File: src/rtl/quantum_scheduler.sv
// Preemptive time-slice scheduler: counts the running process's quantum, requests a context
// switch on expiry and offers the round-robin successor ID.
module quantum_scheduler #(
  parameter int unsigned NUM_PROC    = 4,
  parameter int unsigned ID_W        = 2,
  parameter int unsigned QW          = 16,
  parameter int unsigned QUANTUM     = 64,
  parameter int unsigned ACK_TIMEOUT = 256
) (
  input  logic                Slow_Clock,
  input  logic                Raw_Reset_I,
  input  logic                Enable,
  input  logic [NUM_PROC-1:0] Proc_Active,
  input  logic [ID_W-1:0]     Cur_Proc_ID,
  input  logic                Halt,
  input  logic                Change_Context,
  input  logic                Quantum_Load,
  input  logic [QW-1:0]       Quantum_Value,
  output logic                Preempt_Req,
  output logic [ID_W-1:0]     Next_Proc_ID,
  output logic [QW-1:0]       Tick_Count,
  output logic [31:0]         Switch_Count,
  output logic                Sched_Err
);

  localparam int unsigned TW = $clog2(ACK_TIMEOUT + 1);

  typedef enum logic [1:0] {StIdle, StRun, StReq} state_e;

  state_e              state_q, state_d;
  logic [QW-1:0]       tick_q, tick_d;
  logic [QW-1:0]       quantum_q, quantum_d;
  logic [31:0]         switch_q, switch_d;
  logic                err_q, err_d;
  logic [TW-1:0]       tout_q, tout_d;
  logic [ID_W-1:0]     next_id_q, next_id_d;

  logic [NUM_PROC-1:0] cur_mask;
  logic                other_active;
  logic [QW-1:0]       load_val;
  logic [QW-1:0]       reload_val;

  assign cur_mask     = {{(NUM_PROC-1){1'b0}}, 1'b1} << Cur_Proc_ID;
  assign other_active = |(Proc_Active & ~cur_mask);

  // A zero quantum would never expire; clamp it to one cycle.
  assign load_val   = (Quantum_Value == '0) ? QW'(1) : Quantum_Value;
  assign quantum_d  = Quantum_Load ? load_val : quantum_q;
  assign reload_val = quantum_d;

  always_comb begin
    logic [ID_W-1:0] idx;
    logic            found;
    next_id_d = Cur_Proc_ID;
    found     = 1'b0;
    idx       = '0;
    for (int unsigned i = 1; i < NUM_PROC; i++) begin
      idx = ID_W'((int'(Cur_Proc_ID) + i) % NUM_PROC);
      if (!found && Proc_Active[idx]) begin
        next_id_d = idx;
        found     = 1'b1;
      end
    end
  end

  always_comb begin
    state_d  = state_q;
    tick_d   = tick_q;
    switch_d = switch_q;
    err_d    = err_q;
    tout_d   = tout_q;
    if (!Enable || (Proc_Active == '0)) begin
      state_d = StIdle;
      tick_d  = reload_val;
      tout_d  = '0;
    end else begin
      unique case (state_q)
        StIdle: begin
          state_d = StRun;
          tick_d  = reload_val;
          tout_d  = '0;
        end
        StRun: begin
          // A voluntary switch wins over a simultaneous expiry and is counted once.
          if (Change_Context) begin
            tick_d   = reload_val;
            switch_d = switch_q + 32'd1;
          end else if (!Halt) begin
            if (tick_q <= QW'(1)) begin
              if (other_active) begin
                state_d = StReq;
                tick_d  = '0;
                tout_d  = '0;
              end else begin
                tick_d = reload_val;
              end
            end else begin
              tick_d = tick_q - QW'(1);
            end
          end
        end
        StReq: begin
          tick_d = '0;
          if (Change_Context) begin
            state_d  = StRun;
            tick_d   = reload_val;
            switch_d = switch_q + 32'd1;
            tout_d   = '0;
          end else if (!other_active) begin
            state_d = StRun;
            tick_d  = reload_val;
            tout_d  = '0;
          end else if (tout_q >= TW'(ACK_TIMEOUT - 1)) begin
            tout_d = TW'(ACK_TIMEOUT);
            err_d  = 1'b1;
          end else begin
            tout_d = tout_q + TW'(1);
          end
        end
        default: state_d = StIdle;
      endcase
    end
  end

  always_ff @(posedge Slow_Clock or negedge Raw_Reset_I) begin
    if (!Raw_Reset_I) begin
      state_q   <= StIdle;
      tick_q    <= QW'(QUANTUM);
      quantum_q <= QW'(QUANTUM);
      switch_q  <= '0;
      err_q     <= 1'b0;
      tout_q    <= '0;
      next_id_q <= '0;
    end else begin
      state_q   <= state_d;
      tick_q    <= tick_d;
      quantum_q <= quantum_d;
      switch_q  <= switch_d;
      err_q     <= err_d;
      tout_q    <= tout_d;
      next_id_q <= next_id_d;
    end
  end

  assign Preempt_Req  = (state_q == StReq);
  assign Next_Proc_ID = next_id_q;
  assign Tick_Count   = tick_q;
  assign Switch_Count = switch_q;
  assign Sched_Err    = err_q;

endmodule

File: config.mk
export PLATFORM = sky130hd
export DESIGN_NAME = quantum_scheduler
export DESIGN_NICKNAME = d
export VERILOG_FILES = /design/src/rtl/quantum_scheduler.sv
export SDC_FILE = /design/constraint.sdc
export NUM_CORES = 1
export LEC_CHECK = 0
export ABC_AREA = 1
export CORE_ASPECT_RATIO = 1.4
export CORE_UTILIZATION = 43
export CTS_BUF_LIST = sky130_fd_sc_hd__clkbuf_2 sky130_fd_sc_hd__clkbuf_4 sky130_fd_sc_hd__clkbuf_8
export DETAILED_ROUTE_END_ITERATION = 10
export GPL_TIMING_DRIVEN = 0
export PLACE_DENSITY = 0.69
export RECOVER_POWER = 25
export SLEW_MARGIN = 40
export SYNTH_ARGS = -nofsm -noshare
export SYNTH_HDL_FRONTEND = slang
export SYNTH_SLANG_ARGS = --single-unit
export TNS_END_PERCENT = 20
File: constraint.sdc
create_clock -name Slow_Clock -period 1.8 [get_ports Slow_Clock]
set_input_delay 0.45 -clock Slow_Clock [delete_from_list [all_inputs] [get_ports Slow_Clock]]
set_output_delay 0.45 -clock Slow_Clock [all_outputs]
set_load 0.01 [all_outputs]
**Word level (Yosys, flattened, before mapping)**

Index checks and enable logic that the tools add are counted.

- Flip-flop bits (word level): 78
- Input port bits: 28

- Add/subtract/negate cells: 6
- $lt $le $gt $ge: 5
- Equal/unequal tests: 8
- Shift-type cells: 1
- Multiplexer cells: 37
- Bitwise gates (word level): 4
- Reductions and logical operators: 17

Operators by type and width:

| cell | number |
|---|---|
| $mux 16 | 8 |
| $mux 9 | 8 |
| $pmux 16 s3 | 1 |
| $add 32x1->32 const B | 1 |
| $pmux 9 s3 | 1 |
| $mux 2 | 10 |
| $le 16x1->1 const B | 1 |
| $logic_not 16->1 | 1 |
| $sub 16x1->16 const B | 1 |
| $reduce_and 5->1 | 3 |
| $ne 3x3->1 const B | 4 |
| $add 9x1->9 const B | 1 |
| $ge 9x8->1 const B | 1 |
| $lt 2x3->1 const B | 3 |
| $bmux 1 s2 | 3 |
| $pmux 2 s3 | 1 |
| $mux 1 | 5 |
| $add 2x2->2 const B | 2 |
| $and 4x4->4 | 1 |
| $logic_not 4->1 | 1 |
| $ne 4x3->1 const B | 1 |
| $ne 4x4->1 const B | 1 |
| $not 4->4 | 1 |
| $reduce_bool 4->1 | 1 |
| 13 further kinds | 17 |

**Logic depth before layout (Yosys ltp)**

Gate-level depths: netlist (run 1).

- Depth after elaboration: 10
- Mapped depth: 14
- Depth with buffers taken out: 14

**Worst setup path before layout (run 1)**

Ideal clock, no wire load.

- Path kind: input to register
- From: input port Cur_Proc_ID[0]
- To: register tout_q[7]
- Setup time: 0.118 ns
- Arrival time: 1.842 ns
- Setup slack: -0.160 ns
- Stages: 10
- Path buffers: 2
- Cells stage by stage: buf_2 > inv_1 > ha_1 > o22ai_1 > nor2_4 > o31ai_4 > nand2_4 > buf_6 > nand2_1 > o21ai_2

- Longest elaborated chain between the ends: 8
- Elaborated cells between the ends (all ways): 10
- Those cells by class: eq/ne (1); shift (1); mux (4); bitwise (2); reduce/logical (2)

RTL lines:

| element | line | text |
|---|---|---|
| from (decl) | 14 | `input logic [ID_W-1:0] Cur_Proc_ID,` |
| $shl 1x2->4 (*) | 43 | `assign cur_mask = {{(NUM_PROC-1){1'b0}}, 1'b1} << Cur_Proc_ID;` |
| $not 4->4 (*) | 44 | `assign other_active = \|(Proc_Active & ~cur_mask);` |
| $and 4x4->4 (*) | 44 |  |
| $reduce_or 4->1 (*) | 44 |  |
| $mux 9 | 109 | `end else if (!other_active) begin` |
| $mux 9 | 104 | `if (Change_Context) begin` |
| $pmux 9 s3 | 77 | `unique case (state_q)` |
| $mux 9 | 72 | `if (!Enable \|\| (Proc_Active == '0)) begin` |
| to (signal assigned) | 140 | `tout_q <= tout_d;` |
| to (decl) | 35 | `logic [TW-1:0] tout_q, tout_d;` |

Mark *: on every way between the ends. The rest lies on a longest branch, timed or not.
A chain may end at the register's enable or synchronous reset.

**Worst setup path after layout (run 1)**

- From: register tick_q[1], in the netlist Tick_Count[1]
- To: register tout_q[7]

- Longest elaborated chain between the ends: 3

RTL lines:

| element | line | text |
|---|---|---|
| from (decl) | 31 | `logic [QW-1:0] tick_q, tick_d;` |
| from (signal assigned) | 128 | `tick_q <= QW'(QUANTUM);` |
| from (signal assigned) | 136 | `tick_q <= tick_d;` |
| $le 16x1->1 | 89 | `if (tick_q <= QW'(1)) begin` |
| $ne 3x3->1 (no line) | - |  |
| $reduce_and 5->1 (no line) | - |  |

No other way between the ends.

==> flow_summary.yaml, run 1 <==
routing:
  drt-total-wl_um: 13400
  drc_errors: 0
  postRouteAntennaNets: 0
  avgViaCountPerCell: 5.25
  avgRoutedWirePerCell_um: 14.6
  dr.pass1.iters: 5
  drtIter0Drc: 273
  vias: 4790
yosys:
  synthTopCellsByArea: "dfrtp_1 (39%), nand2_1 (15%), xor2_1 (5.8%), nor2_1 (5.5%), inv_1 (4.2%)"
  synth.cell_area_mm2: 0.00482
  yosys.area.top_type: "dfrtp_1"
  ys_warn_count: 0
  syn_inst: 632
  synth.net_count: 673
  synth_cell_types: 39
  ys_seq_area_share_pct: 40.5
  netlist.area_leader.share_pct: 39.4
  syn_area_per_cell_um2: 7.63
  ys_ff_latch: 78
cells_and_area:
  drive_gt1_share_pct: 25.5
  num_antenna_cells: 0
  syn_to_final_growth_pct: 40.4
  nets: 808
clock_network:
  cts_tree: "yes"
  ctsHtreeMaxLevel: 3
  clockBufferDepth: 2
  insertion_delay_ns: 0.35
  cts_sinks: 78
  clk_pin_slew_ns: 0.08
  clockRootBuffer: "clkbuf_8"
  cts_buffers: 9
global_routing:
  grt_pass1_wl_um: 20300
  grt_pass1_vias: 4387
  antenna_found_initial: 0
  groute.usage.overall_pct: 21.7
  grt.overflow.total: 0
  grt_max_degree: 61
status:
  outcome: "finished clean"
placement:
  hpwl_um: 9150
  io_buffers: 78
  gp_congestion: 0.898
floorplanning:
  die_x_um: 91.5
  die_height_um: 127
  pin_count: 80
  die_area_mm2: 0.0116
  core-area_mm2: 0.0109
  start_util_pct: 44.4
  std_cell_rows: 45
sta:
  layout_min_cycle_time_ns: 1.80
  finalCritPeriodShare_pct: 99.8
  rsz0062_at_grt: "true"
  max_freq_ghz: 0.556
  setup_violations: 0
  final-hold-violation-count: 0
  worstMarginPinSlew_ns: 0.749
  slew_violations: 0
  fin_skew_ns: 0.00748
  max_slew_margin_pct: 50.1
  whs_ns: 0.468
power:
  power.leakage_nw: 3.41
  fin_total_pwr_w: 0.00808
  peakVddDrop_mv: 0.669
  power_density_mw_per_mm2: 1190
critical_path:
  worstSetupPathType: "reg -> reg"
  end_kind: "register"
  critPathArrivalTime_ns: 2.05
  cp.required_ns: 2.05
  start_kind: "register"
  worstPathMaxFanout: 10
flow_run:
  cap_violations: 0
worst_hold_path:
  min_path_type: "reg -> reg"
[final cells by class]
type | instances | area [µm²]
plain buffers | 14 | 116
clock buffers | 13 | 166
clock inverters | 3 | 42.5
fillers | 916 | 4100
inverters | 57 | 224
multi-input cells | 483 | 2870
flip-flops and latches | 78 | 1980
well taps | 141 | 176
repair buffers | 124 | 1200
[worst max-delay path: stages, from the launching register on]
cell and delay (ns):
dfrtp_1 0.43, inv_2 0.12, ha_4 0.17, nand3_4 0.09, nand2_4 0.09, nand3_4 0.10, o31ai_4 0.30, nand2_4 0.11
buf_8 0.17, nand2_1 0.07, o21ai_2 0.05
[report_power, final]
group / internal (W) / total (W) / leakage, nW / switching (W)
Combinational: 0.00190 / 0.00401 / 2.33 / 0.00211
Sequential: 0.00218 / 0.00270 / 0.974 / 0.000521
Clock: 0.000746 / 0.00138 / 0.106 / 0.000630
Total: 0.00482 / 0.00808 / 3.41 / 0.00326
[placed cells by master (no fill, tap or decap), types with 5 or more instances in the layout]
| cell | synthesis | final |
|---|---|---|
| nand3_1 | 21 | 19 |
| a21oi_2 | 5 | 13 |
| inv_1 | 54 | 45 |
| clkbuf_8 | 0 | 11 |
| nand2_4 | 3 | 6 |
| a21oi_1 | 20 | 12 |
| nand2_2 | 4 | 20 |
| nor3_1 | 31 | 24 |
| buf_4 | 0 | 47 |
| ha_1 | 13 | 6 |
| nor3_2 | 1 | 6 |
| clkdlybuf4s50_1 | 0 | 27 |
| inv_2 | 2 | 9 |
| dlygate4sd2_1 | 0 | 24 |
| o21ai_2 | 7 | 11 |
| dfrtp_2 | 0 | 18 |
| nand2_1 | 187 | 168 |
| nor2_2 | 6 | 6 |
| nor2_4 | 3 | 8 |
| nor2_1 | 71 | 66 |
| dfrtp_1 | 76 | 58 |
| xor2_1 | 32 | 32 |
| o21ai_1 | 2 | 5 |
| o21ai_0 | 23 | 16 |
| nand4_1 | 17 | 17 |
| dlymetal6s2s_1 | 0 | 23 |
| xnor2_1 | 15 | 15 |
[state kept, by name, indices dropped and copies added (netlist names)]
signal and count:
Switch_Count 32, Tick_Count 16, quantum_q 16, tout_q 9, Next_Proc_ID 2, state_q 2
Sched_Err 1
[cells in the mapped netlist (all sizes together)]
| cell | number |
|---|---|
| a21o | 1 |
| a21oi | 25 |
| a31oi | 1 |
| buf | 10 |
| clkbuf | 4 |
| clkinv | 1 |
| dfrtp | 76 |
| dfstp | 2 |
| ha | 13 |
| inv | 56 |
| nand2 | 194 |
| nand3 | 23 |
| nand3b | 3 |
| nand4 | 17 |
| nor2 | 80 |
| nor3 | 33 |
| nor3b | 2 |
| nor4 | 6 |
| o21a | 1 |
| o21ai | 32 |
| o22ai | 2 |
| o31ai | 1 |
| or2 | 2 |
| xnor2 | 15 |
| xor2 | 32 |
[worst paths after layout]
check,startpoint,end,slack [ns],cells past startpoint
setup / recovery,Tick_Count[1],tout_q[7],0.003,10
hold / removal,Sched_Err,Sched_Err,0.47,1
setup reg to reg,Tick_Count[1],tout_q[7],0.003,10
hold reg to reg,Sched_Err,Sched_Err,0.47,1
max in group asynchronous,Raw_Reset_I,Switch_Count[22],0.27,3
min in group asynchronous,Raw_Reset_I,state_q[0],0.49,2
[cell families (layout without fill, tap and decap cells)]
logic type	count (synthesis)	after routing	share of synthesized area [%]
and+or+nand+nor	360	360	33.3
buffers and inverters	71	211	6.25
DFF	78	78	40.5
xor gates and xnor gates	47	47	8.54
AOI/OAI and AO/OA	63	63	7.99
adders and majority gates	13	13	3.37
[per-stage QoR]
stage          std cells  worst slack (ns)  setup TNS, ns  area [µm²]  utilization, %
4_1_cts              877           -0.0577         -0.166        6200            57.1
6_report             913           0.00271              0        6770            62.3
5_1_grt              913            -0.126          -1.94        6770            62.3
3_5_place_dp         852            -0.710         -29.33        5820            53.6
3_3_place_gp         851             -2.46        -215.39        5790            53.3
2_1_floorplan        632            0.0196              0        4840               -
[routing by layer]
metal | track usage, % | up-vias | routed length, µm
met2 | 37.9 | 175 | 6830
met5 | 0 | - | 0
met1 | 27.2 | 2264 | 5470
met4 | 7.75 | 0 | 376
met3 | 3.15 | 42 | 679
li1 | - | 2309 | -
[timing repair]
item | 4_1_cts | 5_1_grt
endpoints found under the hold margin | 18 | 0
hold buffers | 1 | 0
resized for setup | 79 | 93
pin swaps | 6 | 23
gates cloned | 1 | 1
setup buffers | 7 | 35
setup endpoints to repair | 85 | 75
(Power assumes the default switching activity.)
==> run 2, diff against run 1 <==
- CAP_MARGIN: unset -> 10
==> results of run 2 <==
No change in the layout: final DEF, timing and power equal those of run 1.
